## config.mk

```make
export PLATFORM = sky130hd
export DESIGN_NAME = x_bram18_sp_ctrl
export DESIGN_NICKNAME = d
export VERILOG_FILES = /design/src/rtl/x_bram18_sp_ctrl.sv
export SDC_FILE = /design/constraint.sdc
export NUM_CORES = 1
export LEC_CHECK = 0
export CAP_MARGIN = 20
export CORE_MARGIN = 4
export CORE_UTILIZATION = 40
export DETAILED_ROUTE_END_ITERATION = 10
export GPL_TIMING_DRIVEN = 0
export PLACE_DENSITY = 0.84
export SLEW_MARGIN = 40
export SYNTH_ARGS = -nofsm -noshare
export SYNTH_HDL_FRONTEND = slang
export SYNTH_SLANG_ARGS = --single-unit
```

## constraint.sdc

```tcl
create_clock -name clk_i -period 1.3 [get_ports clk_i]
set_clock_uncertainty 0.15 [all_clocks]
set_input_delay 0.13 -clock clk_i [delete_from_list [all_inputs] [get_ports clk_i]]
set_output_delay 0.13 -clock clk_i [all_outputs]
set_load 0.02 [all_outputs]
```

## src/rtl/x_bram18_sp_ctrl.sv

```systemverilog
// Request-side controller for a 1K x 18 single-port block RAM: registers the RAM
// command, generates/checks per-byte parity, and runs a fill-all clear sequence.
`timescale 1ns/1ps
module x_bram18_sp_ctrl #(
    parameter logic [15:0] FILL_VALUE = 16'h0000,
    parameter bit          PARITY_ODD = 1'b0
) (
    input  logic        clk_i,
    input  logic        rst_n_i,
    input  logic        req_valid_i,
    output logic        req_ready_o,
    input  logic        req_we_i,
    input  logic [9:0]  req_addr_i,
    input  logic [15:0] req_data_i,
    output logic        rsp_valid_o,
    output logic [15:0] rsp_data_o,
    output logic [1:0]  rsp_perr_o,
    input  logic        clr_start_i,
    output logic        clr_busy_o,
    output logic [9:0]  ram_addr_o,
    output logic [15:0] ram_di_o,
    output logic [1:0]  ram_dip_o,
    output logic        ram_en_o,
    output logic        ram_we_o,
    output logic        ram_ssr_o,
    input  logic [15:0] ram_do_i,
    input  logic [1:0]  ram_dop_i
);

    typedef enum logic {
        ST_IDLE  = 1'b0,
        ST_CLEAR = 1'b1
    } state_t;

    function automatic logic [1:0] par_gen(input logic [15:0] d);
        par_gen = {(^d[15:8]) ^ PARITY_ODD, (^d[7:0]) ^ PARITY_ODD};
    endfunction

    // A set bit means the stored parity disagrees with the data byte.
    function automatic logic [1:0] par_chk(input logic [15:0] d, input logic [1:0] p);
        par_chk = par_gen(d) ^ p;
    endfunction

    state_t      state_q, state_d;
    logic [10:0] cnt_q, cnt_d;
    logic        ram_en_q, ram_en_d;
    logic        ram_we_q, ram_we_d;
    logic [9:0]  ram_addr_q, ram_addr_d;
    logic [15:0] ram_di_q, ram_di_d;
    logic [1:0]  ram_dip_q, ram_dip_d;
    logic        rd1_q, rd1_d;
    logic        rd2_q, rd2_d;
    logic        rsp_valid_q, rsp_valid_d;
    logic [15:0] rsp_data_q, rsp_data_d;
    logic [1:0]  rsp_perr_q, rsp_perr_d;

    // Next-state logic for the sequencer, RAM command and response capture.
    always_comb begin
        state_d     = state_q;
        cnt_d       = cnt_q;
        ram_en_d    = 1'b0;
        ram_we_d    = 1'b0;
        ram_addr_d  = ram_addr_q;
        ram_di_d    = ram_di_q;
        ram_dip_d   = ram_dip_q;
        rd1_d       = 1'b0;
        rd2_d       = rd1_q;
        rsp_valid_d = rd2_q;
        rsp_data_d  = rsp_data_q;
        rsp_perr_d  = rsp_perr_q;

        // RAM DO for the tracked read is valid one edge after the RAM sampled it.
        if (rd2_q) begin
            rsp_data_d = ram_do_i;
            rsp_perr_d = par_chk(ram_do_i, ram_dop_i);
        end else begin
            rsp_data_d = rsp_data_q;
            rsp_perr_d = rsp_perr_q;
        end

        case (state_q)
            ST_IDLE: begin
                if (clr_start_i) begin
                    state_d = ST_CLEAR;
                    cnt_d   = 11'd0;
                end else if (req_valid_i) begin
                    ram_en_d   = 1'b1;
                    ram_we_d   = req_we_i;
                    ram_addr_d = req_addr_i;
                    ram_di_d   = req_data_i;
                    ram_dip_d  = par_gen(req_data_i);
                    rd1_d      = ~req_we_i;
                end else begin
                    ram_en_d = 1'b0;
                    ram_we_d = 1'b0;
                end
            end
            ST_CLEAR: begin
                ram_en_d   = 1'b1;
                ram_we_d   = 1'b1;
                ram_addr_d = cnt_q[9:0];
                ram_di_d   = FILL_VALUE;
                ram_dip_d  = par_gen(FILL_VALUE);
                cnt_d      = cnt_q + 11'd1;
                if (cnt_q == 11'd1023) begin
                    state_d = ST_IDLE;
                end else begin
                    state_d = ST_CLEAR;
                end
            end
            default: begin
                state_d = ST_IDLE;
            end
        endcase
    end

    // State and output registers.
    always_ff @(posedge clk_i or negedge rst_n_i) begin
        if (!rst_n_i) begin
            state_q     <= ST_IDLE;
            cnt_q       <= 11'd0;
            ram_en_q    <= 1'b0;
            ram_we_q    <= 1'b0;
            ram_addr_q  <= 10'd0;
            ram_di_q    <= 16'd0;
            ram_dip_q   <= 2'd0;
            rd1_q       <= 1'b0;
            rd2_q       <= 1'b0;
            rsp_valid_q <= 1'b0;
            rsp_data_q  <= 16'd0;
            rsp_perr_q  <= 2'd0;
        end else begin
            state_q     <= state_d;
            cnt_q       <= cnt_d;
            ram_en_q    <= ram_en_d;
            ram_we_q    <= ram_we_d;
            ram_addr_q  <= ram_addr_d;
            ram_di_q    <= ram_di_d;
            ram_dip_q   <= ram_dip_d;
            rd1_q       <= rd1_d;
            rd2_q       <= rd2_d;
            rsp_valid_q <= rsp_valid_d;
            rsp_data_q  <= rsp_data_d;
            rsp_perr_q  <= rsp_perr_d;
        end
    end

    // A clear request on the same edge wins over a pending request.
    assign req_ready_o = (state_q == ST_IDLE) & ~clr_start_i;
    assign clr_busy_o  = (state_q == ST_CLEAR);
    assign rsp_valid_o = rsp_valid_q;
    assign rsp_data_o  = rsp_data_q;
    assign rsp_perr_o  = rsp_perr_q;
    assign ram_addr_o  = ram_addr_q;
    assign ram_di_o    = ram_di_q;
    assign ram_dip_o   = ram_dip_q;
    assign ram_en_o    = ram_en_q;
    assign ram_we_o    = ram_we_q;
    assign ram_ssr_o   = 1'b0;

endmodule
```

==> summary.md, run 1 <==
| Metric | Value |
|---|---|
| Status | finished, violations left |
| Failing checks | setup timing |
| DRT iter0 DRCs | 84 |
| Cell area after synthesis | 0.00280 mm2 |
| Max-Cap Viols | 0 |
| R2R Setup Slk | -0.20 ns |
| Worst Slack Setup Final | -0.201 ns |
| Port bufs | 99 |
| Startpoint types | flop |
| H-tree depth | 3 |
| RSZ-0062 raised after global routing | true |
| Number of clock sinks | 63 |
| Clock Latency Late Sink | 0.33 ns |
| Total CTS buffers | 9 |
| Fin crit period | 1.50 ns |
| Synth cell types | 32 |
| Top cell type by total area after synthesis | dfrtp_1 |
| Total Routing Usage GR | 0.175 |
| Most frequent cells in the layout | dfrtp_1 (60), clkdlybuf4s50_1 (30), nand2_1 (25), clkdlybuf4s15_2 (22) |
| WL final | 7.19 mm |
| Worst hold margin | 0.0578 ns |
| Die span in y | 91.7 um |
| Power density cells | 1350 mW/mm2 |
| Synthesized area per cell | 12.6 um2 |
| Max VDD drop | 0.694 mV |
| Mapped Nets | 273 |
| Via count | 2,248 |
| First-pass GRT wire length | 11.7 mm |
| Post-synth top area share | 0.562 |
| DIE AREA | 0.00841 mm2 |
| Total grt overflow | 0 |
| Setup TNS | -2.83 ns |
| Worst r2r src | cnt_q[0] |
| Hpwl dp | 4.94 mm |
| HP Class | input port to flop |
| Final Hold Vio Count | 0 |
| Endpoint type of the worst setup path | flop |
| Fin area | 0.00443 mm2 |
| Worst Path Required | 1.36 ns |
| P&R area growth vs syn | 58.1% |
| CP arrival | 1.56 ns |
| Leak | 2.13 nW |
| Antenna Nets Post-Route | 0 |
| Final setup vio count | 29 |
| Slew Viols, Final | 0 |
| Max Freq | 666 MHz |
| Width of the die | 91.7 um |
| Root buffer cell | clkbuf_8 |
| CP Class | flop to flop |
| Avg Vias per Cell | 4.88 |
| Worst-case reg-to-reg path depth | 5 |
| Final #Nets | 411 |
| Vias in the first global route | 2,431 |
| Reg2reg end | cnt_q[8] |
| Cell Area, Placed | 0.00397 mm2 |
| CP max FO | 3 |
| Initial antenna violation count | 0 |
| Hold Crit Start | ram_do_i[13] |
| Clk buf depth | 2 |
| Largest net degree at the start of global routing | 35 |
| N_diodes | 0 |
| First-pass detailed-route iteration total | 4 |
| CP startpoint | cnt_q[0] |
| Synth top area cells | dfrtp_1 (56%), mux2_2 (7.2%), xnor2_1 (6.2%) |
| CTS tree | yes |
| Layout cells sized above 1 | 0.403 |
| Cells after Synth | 223 |
| Commonest non-fill, non-tap cell in the layout | dfrtp_1 |
| Final period util | 1.15 |
| Core Box Area | 0.00679 mm2 |
| Crit path to | cnt_q[8] |
| FP Rows | 30 |
| Placer Congestion | 0.779 |
| Clock slew seen by the registers of the worst setup and hold paths | 0.07 ns |
| Sequential-to-total area share from yosys stat | 0.562 |
| Initial Util | 0.413 |
| DRC | 0 |
| Seq cells post-synth | 63 |
| Per-cell routed wire length | 15.6 um |
| IO Pins | 101 |
| Syn. warnings | 0 |
cell type report:
class	instances	area [um2]
repair buffers	129	1180
multi-input cells	146	1270
plain buffers	8	87.6
clock buffers	10	128
fillers	530	2360
well taps	96	120
inverters	4	15.0
clock inverters	5	50.0
flip-flops and latches	63	1580
cells by family after synthesis:
| family | synth area share |
|---|---|
| AOI/OAI and AO/OA | 0.0968 |
| xor gates and xnor gates | 0.111 |
| adders and majority gates | 0.00446 |
| buffers and inverters | 0.0268 |
| DFF | 0.562 |
| muxes | 0.122 |
| other | 0.00134 |
| and+or+nand+nor | 0.0754 |
synth_stat cells:
cell type and n:
o21ai_1 10, dfrtp_1 63, a21oi_1 3, ha_1 1, nand2_1 25, nor2_1 4
inv_2 2, xnor2_4 2, nor2_4 1, mux2_2 18, and2_1 1, xnor3_1 2
o311ai_1 1, a22o_1 18, inv_1 2, and3_1 3, nor2b_1 2, nand2b_1 3
nand3_1 2, mux2i_1 14, buf_4 5, nor2_2 1, nor4_1 1, nand4_1 2
a31oi_1 2, clkbuf_1 2, o21ai_0 4, conb_1 1, buf_2 3, a21o_1 1
xor2_1 4, xnor2_1 20
power by group:
group	total [mW]	internal [mW]	switching, mW
logic	1.82	0.883	0.935
registers	2.58	2.30	0.280
clock network	1.58	0.862	0.718
total	5.97	4.04	1.93
per-layer routing:
metal | track usage | share of wire | routed length [um] | vias to the layer above
met3 | 0.0361 | 0.045 | 327 | 7
met5 | 0 | 0 | 0 | -
met1 | 0.210 | 0.41 | 2920 | 1121
met4 | 0.0743 | 0.012 | 87 | 0
li1 | - | - | - | 1048
met2 | 0.304 | 0.54 | 3860 | 72
what timing repair did:
action	4_1_cts	5_1_grt
setup endpoints to repair	100	78
buffers inserted	13	13
gates cloned	0	2
hold buffers	1	0
pin swaps	12	14
resized for setup	169	54
endpoints found under the hold margin	63	0
stage by stage:
stage	utilization	power, mW	cells	worst slack (ns)
final	0.652	5.97	461	-0.201
after global routing	0.652	6.34	461	-0.237
after CTS	0.639	5.95	447	-0.155
after detailed placement	0.584	4.24	419	-0.579
after global placement	0.581	4.15	418	-2.32
after floorplan	-	3.45	223	-0.229
how the worst min path moves through the flow:
stage	end	slack [ns]	depth (start not counted)
floorplan	clr_busy_o	-0.32	0
global placement	rd2_q	0.19	0
detailed placement	cnt_q[8]	-0.06	1
CTS	rsp_data_o[13]	0.04	2
global route	rsp_data_o[13]	0.04	2
finish	rsp_data_o[13]	0.06	2
critical path, stage by stage, from the launching register on:
cell and delay (ns):
dfrtp_1 0.43, ha_4 0.16, nand4_1 0.19, nor2_2 0.22, nand3_2 0.10, mux2i_1 0.13
flip-flops by register name, indices dropped and copies added, names as in the netlist:
register     count
ram_di_o        16
clr_busy_o       1
rsp_perr_o       2
ram_addr_o      10
ram_en_o         1
cnt_q           11
rsp_data_o      16
ram_dip_o        2
ram_we_o         1
rsp_valid_o      1
rd2_q            1
rd1_q            1
Note: power is estimated with default switching activity, not from simulation.
==> inputs of run 2 (changes only) <==
Settings changed: ABC_AREA from default to 1, CORE_UTILIZATION 40 to 41.
==> run 2 against run 1 <==
Compared with the run above: the run still ends with setup timing left; register-to-register slack lost 0.08 ns; synthesized cell count grew 64%; die area grew 3.6%; power grew 6.7%; critical endpoint is now clr_busy_o; first-iteration DRC count grew 46%.
==> summary.md, run 2 <==
| Metric | Value |
|---|---|
| FP Rows | 30 (unchanged) |
| Width of the die | 93.4 um (was 91.7 um) |
| Synthesized area per cell | 8.19 um2 (was 12.6 um2) |
| Setup TNS | -3.04 ns (was -2.83 ns) |
| Mapped Nets | 415 (was 273) |
| Port bufs | 99 (unchanged) |
| DRT iter0 DRCs | 123 (was 84) |
| Top cell type by total area after synthesis | dfrtp_1 (unchanged) |
| Mux share of post-synthesis cell area | 0 (was 0.122) |
| Syn. warnings | 0 (unchanged) |
| Largest family of logic cells by synthesized area | simple AND/OR/NAND/NOR gates (was multiplexers) |
| Cell area after synthesis | 0.00299 mm2 (was 0.00280 mm2) |
| Total CTS buffers | 9 (unchanged) |
| Synth Area in Adders | 0.00419 (was 0.00446) |
| Post-Layout Cell Count | 601 (was 461) |
| Hpwl dp | 5.81 mm (was 4.94 mm) |
| Number of flops mapped to enable cells by yosys | 0 (unchanged) |
| Vias in the first global route | 3,113 (was 2,431) |
| Total grt overflow | 0 (unchanged) |
| WL final | 9.07 mm (was 7.19 mm) |
| XOR/XNOR share of the synthesized area | 0.0352 (was 0.111) |
| R2R Setup Slk | -0.28 ns (was -0.20 ns) |
| CP Class | flop to flop (unchanged) |
| Die span in y | 93.4 um (was 91.7 um) |
| Most frequent cells after synthesis | nand2_1 (134), dfrtp_1 (63), inv_1 (45) (was dfrtp_1 (63), nand2_1 (25), xnor2_1 (20)) |
| Final #Nets | 550 (was 411) |
| P&R area growth vs syn | 60.8% (was 58.1%) |
| CTS tree | yes (unchanged) |
| Worst Path Required | 1.39 ns (was 1.36 ns) |
| First-pass detailed-route iteration total | 4 (unchanged) |
| Status | finished, violations left (unchanged) |
| Fin crit period | 1.58 ns (was 1.50 ns) |
| Largest net degree at the start of global routing | 44 (was 35) |
| Placed cells | 561 (was 419) |
| Leak | 2.44 nW (was 2.13 nW) |
| Final Hold Vio Count | 0 (unchanged) |
| Max-Cap Viols | 0 (unchanged) |
| Final setup vio count | 35 (was 29) |
| Sequential-to-total area share from yosys stat | 0.528 (was 0.562) |
| Clk buf depth | 2 (unchanged) |
| Total power | 6.38 mW (was 5.97 mW) |
| Max Freq | 632 MHz (was 666 MHz) |
| Clock Latency Late Sink | 0.34 ns (was 0.33 ns) |
| Slew Viols, Final | 0 (unchanged) |
| CP arrival | 1.67 ns (was 1.56 ns) |
| H-tree depth | 3 (unchanged) |
| Synth cell types | 27 (was 32) |
| Fin area | 0.00480 mm2 (was 0.00443 mm2) |
| Total Routing Usage GR | 0.211 (was 0.175) |
| RSZ-0062 raised after global routing | true (unchanged) |
| Post-synth top area share | 0.528 (was 0.562) |
| Avg Vias per Cell | 5.03 (was 4.88) |
| DIE AREA | 0.00872 mm2 (was 0.00841 mm2) |
| Seq cells post-synth | 63 (unchanged) |
| Initial antenna violation count | 0 (unchanged) |
| First-pass GRT wire length | 14.5 mm (was 11.7 mm) |
| IO Pins | 101 (unchanged) |
| Synth Area in Compound Gates | 0.113 (was 0.0968) |
| Failing checks | setup timing (unchanged) |
| Worst Slack Setup Final | -0.283 ns (was -0.201 ns) |
| Antenna Nets Post-Route | 0 (unchanged) |
| Root buffer cell | clkbuf_8 (unchanged) |
| Cell Area, Placed | 0.00413 mm2 (was 0.00397 mm2) |
| Reg2reg end | clr_busy_o (was cnt_q[8]) |
| Endpoint type of the worst setup path | flop (unchanged) |
| Worst-case reg-to-reg path depth | 8 (was 5) |
| DRC | 0 (unchanged) |
| Startpoint types | flop (unchanged) |
| Synth top area cells | dfrtp_1 (53%), nand2_1 (17%), inv_1 (5.7%) (was dfrtp_1 (56%), mux2_2 (7.2%), xnor2_1 (6.2%)) |
| Top FF cell, synth | dfrtp_1 (unchanged) |
| Power density cells | 1330 mW/mm2 (was 1350 mW/mm2) |
| Post-Synth Simple-Gate Area | 0.238 (was 0.0754) |
| Initial Util | 0.430 (was 0.413) |
| HP Class | input port to async pin (was input port to flop) |
| Asr flop ratio synth | 1.00 (unchanged) |
| Via count | 3,022 (was 2,248) |
| N_diodes | 0 (unchanged) |
| Max VDD drop | 0.756 mV (was 0.694 mV) |
| Number of clock sinks | 63 (unchanged) |
| Commonest non-fill, non-tap cell in the layout | nand2_1 (was dfrtp_1) |
| Final period util | 1.22 (was 1.15) |
| Layout cells sized above 1 | 0.305 (was 0.403) |
| Clock slew seen by the registers of the worst setup and hold paths | 0.07 ns (about the same) |
| CP startpoint | cnt_q[1] (was cnt_q[0]) |
| Top-count cell post-synth | nand2_1 (was dfrtp_1) |
| Placer Congestion | 0.811 (was 0.779) |
| Core Box Area | 0.00694 mm2 (was 0.00679 mm2) |
| Most frequent cells in the layout | nand2_1 (116), dfrtp_1 (59), clkdlybuf4s50_1 (47), inv_1 (43), buf_2 (25) (was dfrtp_1 (60), clkdlybuf4s50_1 (30), nand2_1 (25), clkdlybuf4s15_2 (22)) |
| Worst r2r src | cnt_q[1] (was cnt_q[0]) |
| Cells after Synth | 365 (was 223) |
| Per-cell routed wire length | 15.1 um (was 15.6 um) |
| CP max FO | 3 (unchanged) |
## run 2: cell types whose count changed after synthesis, moves of 14 or more
cell | before | now
nand2_1 | 25 | 134
inv_1 | 2 | 45
mux2i_1 | 14 | 0
o21ai_0 | 4 | 28
xnor2_1 | 20 | 5
mux2_2 | 18 | 0
nand3_1 | 2 | 16
## run 2: what timing repair did
item / CTS / global route
pin swaps: 22 / 14
hold endpoints to repair: 63 / 0
cloned: 3 / 1
endpoints found under the setup margin: 103 / 86
resized for setup: 224 / 69
hold buffers: 1 / 0
setup buffers: 15 / 9
## run 2: layout make-up
class,instances,area (um2)
Clock inverter,6,108
Tap cell,96,120
Timing Repair Buffer,126,1210
Clock buffer,10,138
Inverter,48,200
Buffer,8,78.8
Sequential cell,63,1580
Multi-Input combinational cell,244,1370
Fill cell,510,2140
## run 2: where the power goes
| part | total (mW) | switching (mW) | internal [mW] |
|---|---|---|---|
| Sequential | 2.53 | 0.257 | 2.27 |
| Combinational | 1.73 | 0.973 | 0.761 |
| Clock | 2.11 | 0.794 | 1.32 |
| Total | 6.38 | 2.02 | 4.35 |
## run 2: how the worst max path moves through the flow
stage	end	slack [ns]	cells past startpoint
after global routing	clr_busy_o	-0.38	8
after detailed placement	req_ready_o	-0.43	3
after CTS	clr_busy_o	-0.26	8
after floorplan	clr_busy_o	-0.16	8
after global placement	clr_busy_o	-2.34	1
final	clr_busy_o	-0.28	8
## run 2: metal layers
metal / wire, um / global-route usage / up-vias
li1: - / - / 1428
met1: 3660 / 0.259 / 1449
met2: 4590 / 0.349 / 125
met3: 647 / 0.0507 / 20
met4: 174 / 0.103 / 0
met5: 0 / 0 / -
## run 2: logic make-up (layout without fill, tap and decap cells)
family                   count (synthesis)  after routing
adder cells (fa/ha/maj)                  1              1
buffers and inverters                   58            198
AO/OA/AOI/OAI                           55             55
other                                    1              1
XOR/XNOR                                12             12
AND/OR/NAND/NOR                        175            175
flip-flops                              63             63
## run 2: worst max-delay path, cell delays in order (launching register included)
cell	delay, ns
dfrtp_1	0.43
ha_4	0.17
nand2_2	0.05
nor2_2	0.11
nand4_1	0.15
nor2_2	0.17
nand3_1	0.10
nor2_1	0.11
nor2_1	0.05
## run 2: stage by stage
step | utilization | hold slack [ns] | worst slack, ns
2_1_floorplan | - | -0.316 | -0.156
3_3_place_gp | 0.593 | 0.187 | -2.34
3_5_place_dp | 0.595 | -0.115 | -0.430
4_1_cts | 0.692 | 0.0616 | -0.260
5_1_grt | 0.692 | 0.0812 | -0.382
6_report | 0.692 | 0.0653 | -0.283
==> RTL change, RTL diff (flow settings as in run 2) <==
Change the parameter `PARITY_ODD` from 1'b0 to 1'b1.
--- a/src/rtl/x_bram18_sp_ctrl.sv
+++ b/src/rtl/x_bram18_sp_ctrl.sv
@@ -3,7 +3,7 @@
 `timescale 1ns/1ps
 module x_bram18_sp_ctrl #(
     parameter logic [15:0] FILL_VALUE = 16'h0000,
-    parameter bit          PARITY_ODD = 1'b0
+    parameter bit          PARITY_ODD = 1'b1
 ) (
     input  logic        clk_i,
     input  logic        rst_n_i,
Function: changed (a bounded check fails within 4 cycles, from zero or initial values and one cycle with rst_n_i low).
==> RTL change against run 2 <==
  * The flow still finishes with violations (negative setup slack)
  * Wire length up 2.4%
  * Setup slack gained 65 ps
  * Count of clock-buffer cells in the layout is 6 higher
  * Area after synthesis decreased by 0.59%
  * Clock power decreased by 28%
  * Sequential cell count unchanged
  * Total power shrank 4.5%
  * Final area decreased by 0.16%
  * Critical endpoint unchanged
  * Largest cell class unchanged
  * Largest power group unchanged
==> RTL change: results (changes against run 2) <==
total setup buffers inserted after CTS 17 (+2); Final setup viols 37 (+5.7%); largest net degree at the start of global routing 35 (-20%); Internal Power 3.97 mW (-8.9%); non-filler instance count after layout 593 (-1.3%); Cells after DPL 548 (-2.3%); status finished with violations; Util after Layout 69.4% (+0.27 points); sum of negative setup slack -2990 ps (+52.2 ps); first-pass GRT wire length 13900 µm (-4.4%); leakage power 2.36 nW (-3.5%); delay of the slowest critical-path stage 400 ps (-30 ps); fin nets 542 (-1.5%); cts repair resizes 184 (-18%); Final WS setup -218 ps (+65.4 ps); vias in the first global route 2926 (-6.0%); Area after DPL 0.00413 mm² (about the same); FILL cells 535 (+4.9%); Data arrival, critical path 1600 ps (-70 ps); top cells by area, synth dfrtp_1 (53%), nand2_1 (14%), inv_1 (5.3%); failing checks negative setup slack; register area share after synthesis 53.1% (+0.31 points); DP Worst Slack -449 ps (-19.3 ps); syn_area_per_cell 8.44 µm² (+3.1%); Distinct cells, synth 28 (+3.7%); worst vdd ir 0.000789 V (+4.4%)
RTL change: logic make-up after synthesis:
family	Yosys count	synth area share [%]
adders and majority gates	1	0.421
other	1	0.126
DFF	63	53.1
xor gates and xnor gates	16	4.72
and+or+nand+nor	163	22.1
buffers and inverters	57	8.47
AOI/OAI and AO/OA	51	11.1
RTL change: power groups by stage:
stage	sequential, mW	combinational (mW)	clock (mW)
after global routing	2.65	2.13	1.63
after detailed placement	2.57	1.60	0
final	2.62	1.95	1.52
after CTS	2.56	1.80	1.53
after floorplan	2.76	0.609	0
after global placement	2.57	1.54	0
RTL change: routing by layer:
layer  global-route usage (%)  vias to the layer above  wire length [µm]
met5                        0                        -                 0
met4                     9.28                        0               299
met3                     3.78                       23               503
met2                     34.7                      123              4630
met1                     25.4                     1403              3860
li1                         -                     1406                 -
RTL change: area by class of cell:
cell class	instances	area share, %
inverter	46	4.23
buffer	10	2.50
multi-input combinational	232	29.3
clock buffer	16	3.55
sequential	63	33.0
tap	96	2.50
timing repair buffer	130	25.0
